===== config.mk =====
export PLATFORM = sky130hd
export DESIGN_NAME = spi_mem_master
export DESIGN_NICKNAME = d
export VERILOG_FILES = /design/src/rtl/spi_mem_master.sv
export SDC_FILE = /design/constraint.sdc
export NUM_CORES = 1
export LEC_CHECK = 0
export CAP_MARGIN = 20
export CORE_ASPECT_RATIO = 1.2
export CORE_MARGIN = 1.5
export CORE_UTILIZATION = 55
export CTS_BUF_LIST = sky130_fd_sc_hd__clkbuf_4 sky130_fd_sc_hd__clkbuf_8 sky130_fd_sc_hd__clkbuf_16
export DETAILED_ROUTE_END_ITERATION = 12
export PLACE_DENSITY = 0.78
export REMOVE_ABC_BUFFERS = 1
export SLEW_MARGIN = 20
export SYNTH_ARGS = -nofsm -noshare
export SYNTH_HDL_FRONTEND = slang
export SYNTH_SLANG_ARGS = --single-unit

===== constraint.sdc =====
create_clock -name clk -period 5.13 [get_ports clk]
set_clock_uncertainty 0.1 [all_clocks]
set_input_delay 1.026 -clock clk [delete_from_list [all_inputs] [get_ports clk]]
set_output_delay 1.026 -clock clk [all_outputs]
set_load 0.05 [all_outputs]

===== src/rtl/spi_mem_master.sv =====
// SPI mode-0 initiator for the shift-register memory slave.
// Sends one 16-bit frame {addr, rw, data} MSB first and captures miso for reads.
module spi_mem_master #(
  parameter int HALF_PERIOD = 2
) (
  input  logic       clk,
  input  logic       reset,
  input  logic       start,
  input  logic       rw,
  input  logic [6:0] addr,
  input  logic [7:0] wdata,
  output logic       busy,
  output logic       done,
  output logic [7:0] rdata,
  output logic       sclk,
  output logic       cs,
  output logic       mosi,
  input  logic       miso
);

  localparam int CW = $clog2(HALF_PERIOD + 1);
  localparam logic [CW-1:0] HP_LAST = CW'(HALF_PERIOD - 1);

  typedef enum logic [1:0] {IDLE, SHIFT, TAIL, DONE} state_t;

  state_t          state;
  logic [CW-1:0]   halfCnt;
  logic [4:0]      bitCnt;
  logic [15:0]     frame;
  logic [15:0]     capture;
  logic            rwReg;

  always_ff @(posedge clk) begin
    if (reset) begin
      state   <= IDLE;
      sclk    <= 1'b0;
      cs      <= 1'b1;
      mosi    <= 1'b0;
      busy    <= 1'b0;
      done    <= 1'b0;
      rdata   <= 8'h00;
      halfCnt <= '0;
      bitCnt  <= 5'd0;
      frame   <= 16'h0000;
      capture <= 16'h0000;
      rwReg   <= 1'b0;
    end else begin
      done <= 1'b0;
      case (state)
        // DONE accepts a new request too, giving a one-cycle cs gap
        IDLE, DONE: begin
          cs    <= 1'b1;
          busy  <= 1'b0;
          state <= IDLE;
          if (start) begin
            state   <= SHIFT;
            cs      <= 1'b0;
            busy    <= 1'b1;
            frame   <= {addr, rw, rw ? 8'h00 : wdata};
            mosi    <= addr[6];
            rwReg   <= rw;
            halfCnt <= '0;
            bitCnt  <= 5'd0;
          end
        end
        SHIFT: begin
          if (halfCnt == HP_LAST) begin
            halfCnt <= '0;
            sclk    <= ~sclk;
            if (!sclk) begin
              capture <= {capture[14:0], miso};
              bitCnt  <= bitCnt + 5'd1;
            end else if (bitCnt == 5'd16) begin
              mosi  <= 1'b0;
              state <= TAIL;
            end else begin
              mosi  <= frame[14];
              frame <= {frame[14:0], 1'b0};
            end
          end else begin
            halfCnt <= halfCnt + 1'b1;
          end
        end
        // cs hold time with sclk parked low
        TAIL: begin
          if (halfCnt == HP_LAST) begin
            state <= DONE;
            cs    <= 1'b1;
            busy  <= 1'b0;
            done  <= 1'b1;
            if (rwReg) rdata <= capture[7:0];
          end else begin
            halfCnt <= halfCnt + 1'b1;
          end
        end
        default: state <= IDLE;
      endcase
    end
  end

endmodule


==> impl.org, run 1 <==
** Yosys
- Basic-gate share of the synthesized area counting and, or, nand and nor cells :: 0.126
- sky130_fd_sc_hd__dfxtp_1 is the most common cell in the netlist.
- In this run the mean area of a mapped cell was 9.79 um2.
- After synthesis, the largest family of logic cells by area is compound AO/OA/AOI/OAI gates.
- In this run, synthesis inferred 0 flip-flops with an integrated enable.
- The largest total area in the synthesized netlist belongs to sky130_fd_sc_hd__dfxtp_1.
- Synthesis inferred 46 register bits.
- Fraction of post-synthesis cell area in the top cell type by area :: 0.422
- Biggest area contributors in the synthesized netlist :: sky130_fd_sc_hd__dfxtp_1, sky130_fd_sc_hd__mux2i_1, sky130_fd_sc_hd__a311oi_2
- Syn Std Cell Area :: 2180 um2
- Of the post-synthesis cell area, the part taken by muxes is 0.115.
- Yosys Warn Count :: 0
- The most used flip-flop cell after synthesis is sky130_fd_sc_hd__dfxtp_1.
- Post-synthesis sequential area ratio :: 0.422
- In the synthesized netlist the async set-or-reset flop fraction comes to 0.
- Adder and majority cell fraction of the synthesized area :: 0.0401
- Xor and xnor fraction of the mapped netlist area :: 0.0120
- The synthesized netlist contains 40 unique library cells.
- Leading post-synthesis cells by instance count :: sky130_fd_sc_hd__dfxtp_1, sky130_fd_sc_hd__nor2_1, sky130_fd_sc_hd__mux2i_1
- The synthesized-area fraction occupied by ao, oa, aoi and oai cells came to 0.229.
- Number of instances in the synthesized netlist :: 223

** Global route
- The first global-routing pass estimated 6.63 mm of wire.
- For this run, global-route usage on met3 was measured as 0.0428.
- Maximum number of pins on one net before global-route repair :: 47
- The number of global-route vias before repair came to 1427.
- GR Util met2 :: 0.307
- Met1 routing resource usage after global routing :: 0.272
- The layer flagged by global routing as most heavily used is met2.
- Global-route usage over all layers :: 0.199
- Antenna violations before repair :: 0
- Overflow left after global routing :: 0

** STA
- On the final layout, the worst hold slack is 363 ps.
- Slew @ Worst Pin :: 920 ps
- Adding up every negative setup slack in the final design gives 0 ps.
- Minimum period implied by the final worst setup slack :: 2770 ps
- Final worst path period share :: 0.541
- Setup violations remaining at the end of the flow were counted as 0.
- The final number of hold-violating endpoints came to 0.
- Headroom to the max-slew limit came out at 0.387.
- The max-slew violation count came to 0.
- Peak clock frequency supported by timing :: 360 MHz
- Setup repair after global routing left no endpoint under its margin.

** Worst hold path
- Along the worst hold path, the cell count comes to 2.
- Hold Crit Start :: rwReg$_SDFFE_PP0P_
- Type of the most critical hold path :: reg2reg
- For hold timing, the worst endpoint is rwReg$_SDFFE_PP0P_.

** Cells and area
- ANT cells :: 0
- After filler insertion, the fill cell instance count of the layout stands at 332.
- The area growth from synthesis to layout is 18.7%.
- Summing all non-filler instances in the final layout gives an area of 2590 um2.
- After the last flow step, the layout net total stands at 275.
- In the final layout, the share of cells above drive strength 1 is 0.112.
- Multi-input gate area :: 1140 um2
- Final non-filler cell total :: 301
- Area taken by flip-flops and latches :: 921 um2

** Floorplanning
- The floorplan step set the die height to 72 um.
- The die is 60.5 um wide.
- Row generation in the floorplan step produced 24 rows.
- The floorplan step defined a die boundary enclosing 4360 um2.
- In this run the count of I/O pins placed on the die edge is 33.
- For this configuration, the core starts out at a cell density of 0.586.
- After floorplanning, the core was sized to cover 3720 um2.

** Critical path
- CP max FO :: 5
- Critical Path End Type :: output pin
- Critical path cell sequence :: clkdlybuf4s50_1
- Grouping stages by cell kind, the critical path spends the most delay in buffers and inverters.
- The worst register-to-register path begins at state[0]$_SDFFE_PP0P_.
- STA classifies the critical path startpoint as a flip-flop.
- Slowest cell on the critical path :: sky130_fd_sc_hd__clkdlybuf4s50_1
- Arrival time of data at the critical path endpoint :: 1650 ps
- Path type of the worst setup path :: reg2out
- The setup check on the worst reg-to-reg path leaves a slack of 2860 ps.
- Together, buffers and inverters on the worst path number 1.
- In this run the number of cells on the critical path is 1.
- Measured in cells, the most critical reg-to-reg path has a length of 7.
- R2R Path End :: frame[13]$_SDFFE_PP0P_
- Crit-path max cell delay :: 870 ps
- Worst Path Required :: 4000 ps

** CTS
- In this run the number of H-tree levels came out at 2.
- For the worst-skew pair, the clock arrives at the later sink with an insertion delay of 300 ps.
- Total CTS buffers :: 5
- CTS tree :: built
- In this run, post-CTS hold repair placed 0 buffers.
- Clock slew at the register clock pins of the worst setup and hold paths :: 90 ps
- Root Buffer Master :: sky130_fd_sc_hd__clkbuf_8
- Counting every sink on the clock net gives 46.
- The longest clock path from root to sink contains 2 buffers.
- After clock tree synthesis, the repair step resized 0 gates.
- The number of setup buffers added after CTS is 0.

** Outcome
- The flow ran to the end, and the final reports show no timing, DRC or antenna violations.

** Power
- In this run the power density over the cells is 447 nW/um2.
- The analysis attributes to cell leakage a power of 1.01 nW.
- VDD sags by at most 0.265 mV.

** Routing
- Router iterations before antenna repair :: 4
- Wire length per cell :: 13.2 um
- After the first detailed-routing iteration, the DRC count stood at 97.
- Residual antenna-violating net count after detailed routing :: 0
- Via count :: 1668
- Post-route DRC :: 0
- For this block, the routed nets add up to 3.97 mm of wire.
- Routed via count divided by cell count :: 5.54

** Flow run
- Max-cap violations in this run came to 0.

** Place
- Detailed placement finished with a half-perimeter wire length of 2.70 mm.
- At the end of routability-driven placement, the weighted congestion stood at 0.799.
- Post-Place Cells :: 293
- Area after DPL :: 2500 um2
- Number of port buffers :: 32
## kinds of logic after synthesis
kind of cell,count (synthesis)
AOI/OAI and AO/OA,58
xor gates and xnor gates,3
adders and majority gates,7
buffers and inverters,27
DFF,46
muxes,25
and+or+nand+nor,57
## state kept, by name (all words and copies together) (netlist names)
| name | cells |
|---|---|
| sclk | 1 |
| capture | 8 |
| done | 1 |
| busy | 1 |
| mosi | 1 |
| state | 2 |
| bitCnt | 5 |
| rdata | 8 |
| rwReg | 1 |
| halfCnt | 2 |
| frame | 15 |
| cs | 1 |
## power breakdown
part	internal, mW	switching, mW	total, mW	leakage, nW
clock network	0.0975	0.129	0.226	0.0408
registers	0.417	0.0339	0.451	0.375
logic	0.200	0.281	0.481	0.591
## layout by cell type (no fill, tap or decap), types with 3 or more instances in the layout
master                             n
sky130_fd_sc_hd__clkdlybuf4s50_1  31
sky130_fd_sc_hd__nand2b_1          3
sky130_fd_sc_hd__a211oi_1          3
sky130_fd_sc_hd__a21oi_1          17
sky130_fd_sc_hd__ha_1              7
sky130_fd_sc_hd__o21ai_1           3
sky130_fd_sc_hd__clkbuf_8          5
sky130_fd_sc_hd__a22oi_1           8
sky130_fd_sc_hd__dfxtp_1          46
sky130_fd_sc_hd__a311oi_2         10
sky130_fd_sc_hd__a311oi_1          5
sky130_fd_sc_hd__nand3_1           6
sky130_fd_sc_hd__nand2_1           7
sky130_fd_sc_hd__mux2i_1          24
sky130_fd_sc_hd__nor2_1           32
sky130_fd_sc_hd__inv_1             9
## layer usage
metal / wire (um) / vias to the layer above / share of wire
met3: 125 / 5 / 0.031
met1: 1950 / 783 / 0.49
li1: - / 848 / -
met4: 59 / 0 / 0.015
met5: 0 / - / 0
met2: 1840 / 32 / 0.46
## through the flow
step	power, mW	setup slack [ps]	utilization
6_report	1.16	2360	0.696
5_1_grt	1.24	2270	0.696
4_1_cts	1.16	2350	0.696
3_5_place_dp	0.938	2150	0.671
3_3_place_gp	0.928	2180	0.671
2_1_floorplan	0.826	2310	-
## worst max-delay path by stage
stage	from	to	slack, ps
after floorplan	start	frame[10]$_SDFFE_PP0P_	2310
after global placement	start	frame[4]$_SDFFE_PP0P_	2180
after detailed placement	start	frame[7]$_SDFFE_PP0P_	2150
after CTS	sclk$_SDFFE_PP0P_	sclk	2350
after global routing	start	frame[13]$_SDFFE_PP0P_	2270
final	sclk$_SDFFE_PP0P_	sclk	2360
## tightest hold or removal path: stages (launching register included)
cell                      delay (ps)
sky130_fd_sc_hd__dfxtp_1         320
sky130_fd_sc_hd__nand2_1          50
sky130_fd_sc_hd__a21oi_1          50
## area by class of cell
class,instances,area share
inverters,11,0.0159
multi-input cells,150,0.440
clock buffers,5,0.0266
clock inverters,3,0.00918
flip-flops and latches,46,0.356
repair buffers,34,0.128
well taps,52,0.0251
Note: power is estimated with default switching activity, not from simulation.
==> run 2, diff against run 1 <==
- CORE_UTILIZATION: 55 -> 48
- PLACE_DENSITY: 0.78 -> 0.72
- clock period: 5.13 -> 2.3 ns (I/O delays scaled with it)
==> impl.org, run 2 (same netlist as run 1, synthesis figures left out) <==
** Outcome
- Run status :: finished clean (unchanged)

** Global route
- The routing usage on met2 was 0.292 (was 0.307).
- Vias in the first global route :: 1583 (was 1427)
- The met1 track demand over resource was 0.245 (was 0.272).
- Wire length of the first global-routing pass :: 7.30 mm (was 6.63 mm)
- The largest net degree at the start of global routing is 31 (was 47).
- The met3 track demand over resource in global routing was 0.0528 (was 0.0428).
- The combined global-route utilization of all metal layers was 0.187 (was 0.199).
- The layer with the highest usage after global routing was met2 (unchanged).
- The global-route congestion overflow total was 0 (unchanged).
- The initial antenna violation count came to 0 (unchanged).

** Cells and area
- Area growth from synthesis to final layout :: 23.2% (was 18.7%)
- Reg with most FFs :: frame (unchanged)
- Highest-count cells in the layout ignoring fill and taps: sky130_fd_sc_hd__dfxtp_1, sky130_fd_sc_hd__nor2_1, sky130_fd_sc_hd__clkdlybuf4s50_1, sky130_fd_sc_hd__mux2i_1, sky130_fd_sc_hd__a21oi_1 (unchanged).
- The commonest non-fill, non-tap cell in the layout was sky130_fd_sc_hd__dfxtp_1 (unchanged).
- Largest registers in the final layout :: frame x15, capture x8, rdata x8 (unchanged)
- The number of nets in the finished design was 283 (was 275).
- Flip-flop count of the largest register after layout :: 15 (unchanged)
- The number of antenna diodes came to 0 (unchanged).
- The final standard cell area without fillers came to 2690 um2 (was 2590 um2).
- Fraction of layout cells with a size suffix above 1 :: 0.136 (was 0.112)

** Routing
- Starting DRT DRC Count :: 91 (was 97)
- Residual antenna-violating net count after detailed routing :: 0 (unchanged)
- The per-cell routed wire length came to 13.7 um (was 13.2 um).
- The routed via count divided by cell count came to 5.48 (was 5.54).
- Router iterations before antenna repair :: 4 (unchanged)
- Overall routed net length :: 4.29 mm (was 3.97 mm)
- Via count :: 1716 (was 1668)
- The DRC violation count after routing was 0 (unchanged).

** Floorplanning
- The area of the core came to 4330 um2 (was 3720 um2).
- The number of placement rows is 26 (was 24).
- The die area is 4960 um2 (was 4360 um2).
- The initial core utilization came to 0.504 (was 0.586).
- Die outline height :: 76.9 um (was 72 um)
- The width of the chip came to 64.6 um (was 60.5 um).
- Num ports :: 33 (unchanged)

** Critical path
- Crit-path max cell delay :: 870 ps (about the same)
- Critical Path End Type :: output pin (unchanged)
- The slowest cell on the critical path was sky130_fd_sc_hd__clkdlybuf4s50_1 (unchanged).
- The top fanout value on the critical path came to 5 (unchanged).
- Path type of the worst setup path :: reg2out (unchanged)
- The cell family with the largest share of critical-path delay was buffers and inverters (unchanged).
- Worst Path Required :: 1740 ps (was 4000 ps)
- The buffer and inverter count on the worst path is 1 (unchanged).
- The data arrival time of the critical path is 1660 ps (was 1650 ps).
- Critical path cell sequence :: clkdlybuf4s50_1 (unchanged)
- Crit start category :: flip-flop (unchanged)

** STA
- Setup repair after global routing missed its margin: false (unchanged).
- Worst hold margin :: 354 ps (was 363 ps)
- The max-slew violation count is 0 (unchanged).
- The smallest clock period supported by the final layout is computed as 2220 ps.
- The total setup violations reported at the end of the flow came to 0 (unchanged).
- Final worst path period share :: 0.964
- Slew @ Worst Pin :: 596 ps (was 920 ps)
- The final-layout setup total negative slack came to 0 ps (unchanged).
- Endpoints failing hold :: 0 (unchanged)
- Static timing analysis puts the maximum clock frequency at 451 MHz.
- The tightest slew margin relative to the limit came to 0.592 (was 0.387).

** Place
- The placed wire-length estimate after detailed placement came to 3.03 mm (was 2.70 mm).
- Area after DPL :: 2570 um2 (was 2500 um2)
- The placer's final routability congestion estimate was 0.837 (was 0.799).
- The count of input and output buffers came to 32 (unchanged).

** Flow run
- The max-cap check violation count came to 0 (unchanged).

** Worst hold path
- Type of the most critical hold path :: in2reg (was reg2reg)

** CTS
- The post-CTS clock slew at the launch and capture registers of the worst setup and hold paths came to 80 ps (was 90 ps).
- Root Buffer Master :: sky130_fd_sc_hd__clkbuf_8 (unchanged)
- The largest buffer count on any clock path is 2 (unchanged).
- The setup fix buffers added after clock tree synthesis is 0 (unchanged).
- The TritonCTS clock tree is built (unchanged).
- The clock sink count was 46 (unchanged).
- The count of instances resized after the clock tree is built came to 0 (unchanged).
- Total CTS buffers :: 5 (unchanged)
- The number of hold buffers added after CTS is 0 (unchanged).
- The insertion delay of the later-clocked pin in the worst-skew pair came to 300 ps (about the same).
- Number of H-tree levels :: 2 (unchanged)

** Power
- The static leakage is 1.06 nW (was 1.01 nW).
- The maximum vdd ir drop is 0.521 mV (was 0.265 mV).
- The power density relative to cell area is 1030 nW/um2 (was 447 nW/um2).
-- run 2: per-stage QoR --
step,util,power (mW),std cells,setup slack (ps)
6_report,0.621,2.77,313,83.5
5_1_grt,0.621,2.96,313,45.3
4_1_cts,0.621,2.79,313,86.6
3_5_place_dp,0.595,2.18,305,28.1
3_3_place_gp,0.595,2.15,305,93.3
2_1_floorplan,-,1.84,207,-420
-- run 2: per-layer routing --
metal	share of wire	wire length [um]	vias up
met5	0	0	-
met4	0.018	78	0
met3	0.039	168	9
met2	0.48	2060	37
met1	0.46	1980	803
li1	-	-	867
-- run 2: layout make-up --
cell class,count,area (um2)
Tap cell,56,70.1
Clock inverter,2,37.5
Fill cell,387,1640
Multi-Input combinational cell,150,1140
Sequential cell,46,921
Clock buffer,6,76.3
Inverter,11,41.3
Timing Repair Buffer,42,403
-- run 2: where the power goes --
part	total, mW	switching [mW]	internal (mW)	leakage [nW]
combinational	1.15	0.646	0.508	0.633
sequential	1.01	0.0775	0.929	0.375
clock	0.608	0.272	0.336	0.0548
total	2.77	0.996	1.77	1.06
-- run 2: worst paths after layout --
check	start	to	slack (ps)	depth (start not counted)
worst max-delay path	sclk$_SDFFE_PP0P_	sclk	80	1
worst min-delay path	reset	rwReg$_SDFFE_PP0P_	350	2
worst max register to register	state[0]$_SDFFE_PP0P_	frame[14]$_SDFFE_PP0P_	170	7
worst min register to register	rwReg$_SDFFE_PP0P_	rwReg$_SDFFE_PP0P_	370	2
